--- src/rtl/fft_pkg.sv ---
// rtl/fft_pkg.sv - shared FSM state type and power-datapath width helpers
package fft_pkg;

   typedef enum logic [1:0] {
      COLLECT = 2'd0,
      FLUSH   = 2'd1,
      STREAM  = 2'd2
   } fft_state_e;

   localparam int Q_IN_DEFAULT   = 15;
   localparam int Q_OUT_DEFAULT  = 15;
   localparam int ADDR_W_DEFAULT = 4;
   localparam int SHIFT_DEFAULT  = 15;

   // re^2 + im^2 of a (q_in+1)-bit signed sample; the worst case (-2^q_in)^2 * 2
   // is exactly 2^(2*q_in+1), which fits without wrapping.
   function automatic int sum_width(input int q_in);
      return 2 * (q_in + 1);
   endfunction

   // Width used for the shifted sum so the saturation test and the output
   // slice stay in range for any Q_IN/Q_OUT combination.
   function automatic int sat_width(input int q_in, input int q_out);
      int sw;
      sw = sum_width(q_in);
      return (sw > q_out + 1) ? sw : q_out + 1;
   endfunction

endpackage

--- src/rtl/fft_power_sq.sv ---
// rtl/fft_power_sq.sv - two-stage |x|^2 >> SHIFT with saturation for one complex bin
module fft_power_sq
   import fft_pkg::*;
#(
   parameter int Q_IN  = Q_IN_DEFAULT,
   parameter int Q_OUT = Q_OUT_DEFAULT,
   parameter int SHIFT = SHIFT_DEFAULT
) (
   input  logic           clk_i,
   input  logic [Q_IN:0]  re_i,
   input  logic [Q_IN:0]  im_i,
   output logic [Q_OUT:0] power_o
);

   localparam int SUM_W = sum_width(Q_IN);
   localparam int EXT_W = sat_width(Q_IN, Q_OUT);

   logic signed [SUM_W-1:0] re_ext, im_ext;
   logic [SUM_W-1:0] re_sq_d, im_sq_d, re_sq_q, im_sq_q, sum;
   logic [EXT_W-1:0] shifted;
   logic             sat;
   logic [Q_OUT:0]   power_d, power_q;

   // Stage-1 squares from sign-extended samples, stage-2 shift and saturation.
   always_comb begin
      re_ext  = SUM_W'($signed(re_i));
      im_ext  = SUM_W'($signed(im_i));
      re_sq_d = re_ext * re_ext;
      im_sq_d = im_ext * im_ext;
      sum     = re_sq_q + im_sq_q;
      shifted = EXT_W'(sum) >> SHIFT;
      sat     = |(shifted >> (Q_OUT + 1));
      power_d = sat ? '1 : shifted[Q_OUT:0];
   end

   // Pure datapath registers; validity is tracked by the parent.
   always_ff @(posedge clk_i) begin
      re_sq_q <= re_sq_d;
      im_sq_q <= im_sq_d;
      power_q <= power_d;
   end

   assign power_o = power_q;

endmodule

--- src/rtl/fft_mag_spectrum.sv ---
// rtl/fft_mag_spectrum.sv - FFT bin power spectrum with frame buffer, streaming output and optional peak search (FFT_MAG_PEAK_EN)
module fft_mag_spectrum
   import fft_pkg::*;
#(
   parameter int Q_IN   = Q_IN_DEFAULT,
   parameter int Q_OUT  = Q_OUT_DEFAULT,
   parameter int ADDR_W = ADDR_W_DEFAULT,
   parameter int SHIFT  = SHIFT_DEFAULT
) (
   input  logic              clk,
   input  logic              reset,
   input  logic              valid_in,
   input  logic [ADDR_W-1:0] addr_in,
   input  logic [Q_IN:0]     data_real_0,
   input  logic [Q_IN:0]     data_imag_0,
   input  logic [Q_IN:0]     data_real_1,
   input  logic [Q_IN:0]     data_imag_1,
   input  logic              ready_out,
   output logic              valid_out,
   output logic [ADDR_W:0]   bin_addr_out,
   output logic [Q_OUT:0]    bin_power_out,
   output logic              last_out,
   output logic [ADDR_W:0]   peak_bin,
   output logic              peak_valid,
   output logic              overflow
);

   localparam int N_PAIRS = 1 << ADDR_W;
   localparam int N_BINS  = 2 * N_PAIRS;
   localparam int BIN_W   = ADDR_W + 1;

   fft_state_e          state_q, state_d;
   logic                v1_q, v1_d, v2_q, v2_d;
   logic [ADDR_W-1:0]   a1_q, a2_q;
   logic [N_PAIRS-1:0]  bitmap_q, bitmap_d, pair_bit;
   logic [BIN_W-1:0]    idx_q, idx_d;
   logic                ovf_q, ovf_d;
   logic [Q_OUT:0]      pow0, pow1;
   logic [Q_OUT:0]      bin_buf [N_BINS];
   logic                streaming, hs, final_hs, accept, wr, drop_wr;

   fft_power_sq #(.Q_IN(Q_IN), .Q_OUT(Q_OUT), .SHIFT(SHIFT)) u_sq0 (
      .clk_i   (clk),
      .re_i    (data_real_0),
      .im_i    (data_imag_0),
      .power_o (pow0)
   );

   fft_power_sq #(.Q_IN(Q_IN), .Q_OUT(Q_OUT), .SHIFT(SHIFT)) u_sq1 (
      .clk_i   (clk),
      .re_i    (data_real_1),
      .im_i    (data_imag_1),
      .power_o (pow1)
   );

   // Frame FSM, fill bitmap, stream index, input admission and overflow.
   always_comb begin
      streaming = (state_q == STREAM);
      hs        = streaming && ready_out;
      final_hs  = hs && (idx_q == BIN_W'(N_BINS - 1));
      // A pair arriving with the last handshake already belongs to the next frame.
      accept    = valid_in && ((state_q == COLLECT) || final_hs);
      wr        = v2_q && (state_q == COLLECT);
      drop_wr   = v2_q && !wr;
      pair_bit  = N_PAIRS'(1) << a2_q;

      state_d   = state_q;
      bitmap_d  = bitmap_q;
      idx_d     = idx_q;
      v1_d      = accept;
      v2_d      = v1_q;
      ovf_d     = ovf_q | (valid_in && !accept) | drop_wr;

      case (state_q)
         COLLECT: begin
            if (wr) begin
               bitmap_d = bitmap_q | pair_bit;
               if (&bitmap_d) state_d = FLUSH;
            end
         end
         FLUSH: begin
            idx_d   = '0;
            state_d = STREAM;
         end
         STREAM: begin
            if (hs) idx_d = idx_q + 1'b1;
            if (final_hs) begin
               idx_d    = '0;
               bitmap_d = '0;
               state_d  = COLLECT;
            end
         end
         default: state_d = COLLECT;
      endcase
   end

   // Control state with synchronous reset.
   always_ff @(posedge clk) begin
      if (reset) begin
         state_q  <= COLLECT;
         bitmap_q <= '0;
         v1_q     <= 1'b0;
         v2_q     <= 1'b0;
         idx_q    <= '0;
         ovf_q    <= 1'b0;
      end else begin
         state_q  <= state_d;
         bitmap_q <= bitmap_d;
         v1_q     <= v1_d;
         v2_q     <= v2_d;
         idx_q    <= idx_d;
         ovf_q    <= ovf_d;
      end
   end

   // Pair address travels alongside the power pipeline; meaningful only with its valid.
   always_ff @(posedge clk) begin
      a1_q <= addr_in;
      a2_q <= a1_q;
   end

   // Bin buffer: both bins of a pair land together; a repeated pair overwrites.
   always_ff @(posedge clk) begin
      if (wr) begin
         bin_buf[{a2_q, 1'b0}] <= pow0;
         bin_buf[{a2_q, 1'b1}] <= pow1;
      end
   end

   assign valid_out     = streaming;
   assign bin_addr_out  = streaming ? idx_q : '0;
   assign bin_power_out = streaming ? bin_buf[idx_q] : '0;
   assign last_out      = streaming && (idx_q == BIN_W'(N_BINS - 1));
   assign overflow      = ovf_q;

`ifdef FFT_MAG_PEAK_EN
   logic [Q_OUT:0] pk_max_q, pk_max_d;
   logic [BIN_W-1:0] pk_idx_q, pk_idx_d, pk_bin_q, pk_bin_d;
   logic pk_valid_q, pk_valid_d, pk_upd;

   // Running maximum over handshaked bins, DC excluded, strict compare keeps the lowest index.
   always_comb begin
      pk_upd     = hs && (idx_q != '0) && (bin_power_out > pk_max_q);
      pk_max_d   = pk_max_q;
      pk_idx_d   = pk_idx_q;
      pk_bin_d   = pk_bin_q;
      pk_valid_d = final_hs;
      if (state_q == FLUSH) begin
         pk_max_d = '0;
         pk_idx_d = BIN_W'(1);
      end else if (pk_upd) begin
         pk_max_d = bin_power_out;
         pk_idx_d = idx_q;
      end
      if (final_hs) pk_bin_d = pk_upd ? idx_q : pk_idx_q;
   end

   // Peak tracker registers.
   always_ff @(posedge clk) begin
      if (reset) begin
         pk_max_q   <= '0;
         pk_idx_q   <= '0;
         pk_bin_q   <= '0;
         pk_valid_q <= 1'b0;
      end else begin
         pk_max_q   <= pk_max_d;
         pk_idx_q   <= pk_idx_d;
         pk_bin_q   <= pk_bin_d;
         pk_valid_q <= pk_valid_d;
      end
   end

   assign peak_bin   = pk_bin_q;
   assign peak_valid = pk_valid_q;
`else
   assign peak_bin   = '0;
   assign peak_valid = 1'b0;
`endif

endmodule

--- config.mk ---
export PLATFORM = sky130hd
export DESIGN_NAME = fft_mag_spectrum
export DESIGN_NICKNAME = d
export VERILOG_FILES = /design/src/rtl/fft_pkg.sv /design/src/rtl/fft_power_sq.sv /design/src/rtl/fft_mag_spectrum.sv
export SDC_FILE = /design/constraint.sdc
export NUM_CORES = 2
export LEC_CHECK = 0
export ABC_AREA = 1
export BUFFER_PORTS_ARGS = -buffer_cell sky130_fd_sc_hd__buf_4
export CAP_MARGIN = 20
export CORE_AREA = 2 2 372 374
export CTS_CLUSTER_SIZE = 12
export DETAILED_ROUTE_END_ITERATION = 12
export DIE_AREA = 0 0 374 376
export HOLD_SLACK_MARGIN = 0.02
export PLACE_DENSITY = 0.67
export SLEW_MARGIN = 5
export SYNTH_ARGS = -nofsm -noshare
export SYNTH_HDL_FRONTEND = slang
export SYNTH_HIERARCHICAL = 1
export SYNTH_SLANG_ARGS = --single-unit
export TNS_END_PERCENT = 1
--- constraint.sdc ---
create_clock -name clk -period 14.1 [get_ports clk]
set_input_delay 1.41 -clock clk [delete_from_list [all_inputs] [get_ports clk]]
set_output_delay 1.41 -clock clk [all_outputs]
set_load 0.02 [all_outputs]
==> results_dict.tcl <==
set metrics [dict create \
    hpwlAfterDp_mm 126 \
    cts_tree "built" \
    cts_made_buffers 76 \
    synth-seq-cells 703 \
    timing.final.crit_share_pct 45.1 \
    min_to "a2_q[2]" \
    start_util_pct 49.7 \
    cts_resized 0 \
    avgSynthCellArea_um2 8.75 \
    hp-start "a1_q[2]" \
    hold_path.class "reg -> reg" \
    fin_area_um2 72500 \
    holdPathStages 0 \
    startpoint_type "primary input" \
    synth_edf_count 512 \
    die_area_um2 141000 \
    synthMostInstantiatedCell "inv_1" \
    routedWlPerCell_um 17.2 \
    tns_ns 0 \
    grt-ovfl-total 0 \
    via_per_inst 5.13 \
    synth_top_family_by_area "adder cells" \
    worst_pin_slew_ns 1.05 \
    yosys.area_share.adder_pct 35.4 \
    grt_pass1_wl_mm 268 \
    finClkSkew_ns 0.0687 \
    synthesis.area_um2 67900 \
    synth.lib_cells_used.distinct 49 \
    path_max_fanout 22 \
    first_pass_iters 6 \
    yosys-top-cells-area "fa_1 (28%), edfxtp_1 (23%), inv_1 (10%)" \
    yosysSeqAreaShare_pct 28.3 \
    cts_root_buf "clkbuf_16" \
    synthCells 7758 \
    synth_compound_area_share_pct 5.70 \
    worst_setup_path_end_kind "flop" \
    routed_wirelength_mm 165 \
    io_pins 102 \
    hold_viol 0 \
    ys_top_cells_by_count "inv_1 (1892), nand2_1 (1625), fa_1 (936), nor2_1 (598), edfxtp_1 (512)" \
    clockBufferDepth 3 \
    yosys.area.top_type "fa_1" \
    first_global_vias 50800 \
    rsz0062_at_grt "no" \
    dp_cells 9432 \
    max_cap_viol_count 0 \
    r2r-end "bitmap_q[13]" \
    synth_ff_type "edfxtp_1" \
    synthArstFlopShare_pct 0 \
    post_cts_buffers 0 \
    synth_simple_gate_area_share_pct 16.4 \
    worstPathRequired_ns 14.59 \
    antenna_left 0 \
    drt_iter0_markers 3658 \
    die_y_um 376 \
    r2r_start "state_q[0]" \
    drc 0 \
    fp.coreArea_um2 137000 \
    vias 49100 \
    clk_pin_slew_ns 0.06 \
    synth_xor_area_share_pct 1.90 \
    rrSetupSlack_ns 11.18 \
    arrival_ns 6.85 \
    outcome "finished, final reports clean" \
    grt_max_degree 99 \
    clock_latency_ns 0.66 \
    dpl-instance-area_um2 70000 \
    slew_viol_final 0 \
    die_w_um 374 \
    rows 136 \
    ys_warn_count 6 \
    fin_crit_ns 6.35 \
    area_growth_pct 6.81 \
    setup_viol 0 \
    gp_congestion 0.926 \
    fin_nets 9147 \
    htree_levels 3 \
    hold_ws_ns 0.330 \
    ctsHoldBuffers 0 \
    fmax_mhz 157 \
    portBuffers 95 \
    muxShareOfSynthArea_pct 0 \
    cts_sinks 703 \
    synth_top_area_share_pct 27.6 \
    drive_above_1_share_pct 4.49 \
    r2r_cells 9 \
    slew_headroom_pct 29.5 \
    final_cells 9571 \
    antenna_found_initial 2 \
    grtUsageTotal_pct 24.0 \
    critPathKind "in -> reg" \
]
-- metrics by stage --
stage	setup WS, ns	utilization (%)
finish	7.75	53.1
global placement	7.15	51.3
detailed placement	7.21	51.3
global route	7.42	53.1
floorplan	7.47	-
CTS	7.86	53.1
-- placed cells by master (no fill, tap or decap), types with 9 or more instances in the layout --
| cell | n |
|---|---|
| nand4_1 | 61 |
| nand2_2 | 32 |
| nor3_1 | 47 |
| or2_2 | 11 |
| nor2_1 | 583 |
| inv_1 | 1892 |
| a21o_1 | 14 |
| nand3b_1 | 16 |
| fa_1 | 936 |
| buf_4 | 125 |
| a21oi_1 | 210 |
| nor2_2 | 19 |
| nor2_4 | 17 |
| o211ai_1 | 51 |
| o21ai_1 | 9 |
| clkbuf_16 | 78 |
| ha_1 | 423 |
| nand2_1 | 1625 |
| nand3_1 | 283 |
| dfxtp_1 | 188 |
| xnor2_1 | 33 |
| edfxtp_1 | 512 |
| o21ai_0 | 268 |
| o31ai_1 | 16 |
| o221ai_1 | 47 |
| xor2_1 | 114 |
| o21bai_1 | 30 |
| clkbuf_8 | 11 |
| clkbuf_1 | 27 |
-- cell type report --
| type | count | area [um^2] |
|---|---|---|
| inverter | 1905 | 7160 |
| clock inverter | 21 | 278 |
| timing repair buffer | 125 | 938 |
| antenna | 1 | 2.50 |
| clock buffer | 117 | 2210 |
| tap | 1794 | 2240 |
| sequential | 703 | 19200 |
| multi-input combinational | 4905 | 40500 |
| fill | 12500 | 64100 |
-- how the worst max path moves through the flow --
stage	startpoint	endpoint	slack (ns)
after floorplan	data_imag_0[1]	u_sq0/im_sq_q[24]	7.47
after global placement	data_imag_1[7]	u_sq1/im_sq_q[19]	7.15
after detailed placement	data_real_0[15]	u_sq0/re_sq_q[24]	7.21
after CTS	data_real_0[15]	u_sq0/re_sq_q[24]	7.86
after global routing	data_real_0[15]	u_sq0/re_sq_q[26]	7.42
final	data_imag_1[15]	u_sq1/im_sq_q[21]	7.75
-- cells by family after synthesis --
kind of cell,after synthesis
fa+ha+maj,1359
flops,703
compound gates,669
buf+inv,2155
xor+xnor,147
simple gates,2724
other cells,1
-- flip-flops by register name, indices dropped and copies added (netlist names), 2 cells and up, named ones only --
signal,count
a1_q,4
a2_q,4
bin_buf,512
bitmap_q,16
idx_q,5
state_q,2
u_sq0/im_sq_q,30
u_sq0/power_o,16
u_sq0/re_sq_q,30
u_sq1/im_sq_q,30
u_sq1/power_o,16
u_sq1/re_sq_q,30
-- critical path, cell delays in order --
cell      delay, ns
buf_4          0.23
clkinv_1       0.38
nor2_1         0.28
xnor2_1        0.15
ha_1           0.27
fa_1           0.52
fa_1           0.44
fa_1           0.49
fa_1           0.50
inv_1          0.05
fa_1           0.48
inv_1          0.04
ha_1           0.39
nand2_1        0.12
inv_1          0.10
nand2_1        0.07
nor2_1         0.23
nand4_1        0.12
nand3b_1       0.19
xor2_1         0.37
-- routing by layer --
metal	part of all wire, %	vias up	wire length [um]	GRT usage [%]
li1	-	23500	-	-
met1	43	24200	71700	32.7
met2	50	1207	82300	42.2
met3	4.7	186	7670	1.78
met4	2.0	0	3300	5.29
met5	0	-	0	0
Power is left out: the tool's default activity adds up to more than one toggle a clock period on the data nets, which glitch-free logic cannot reach.
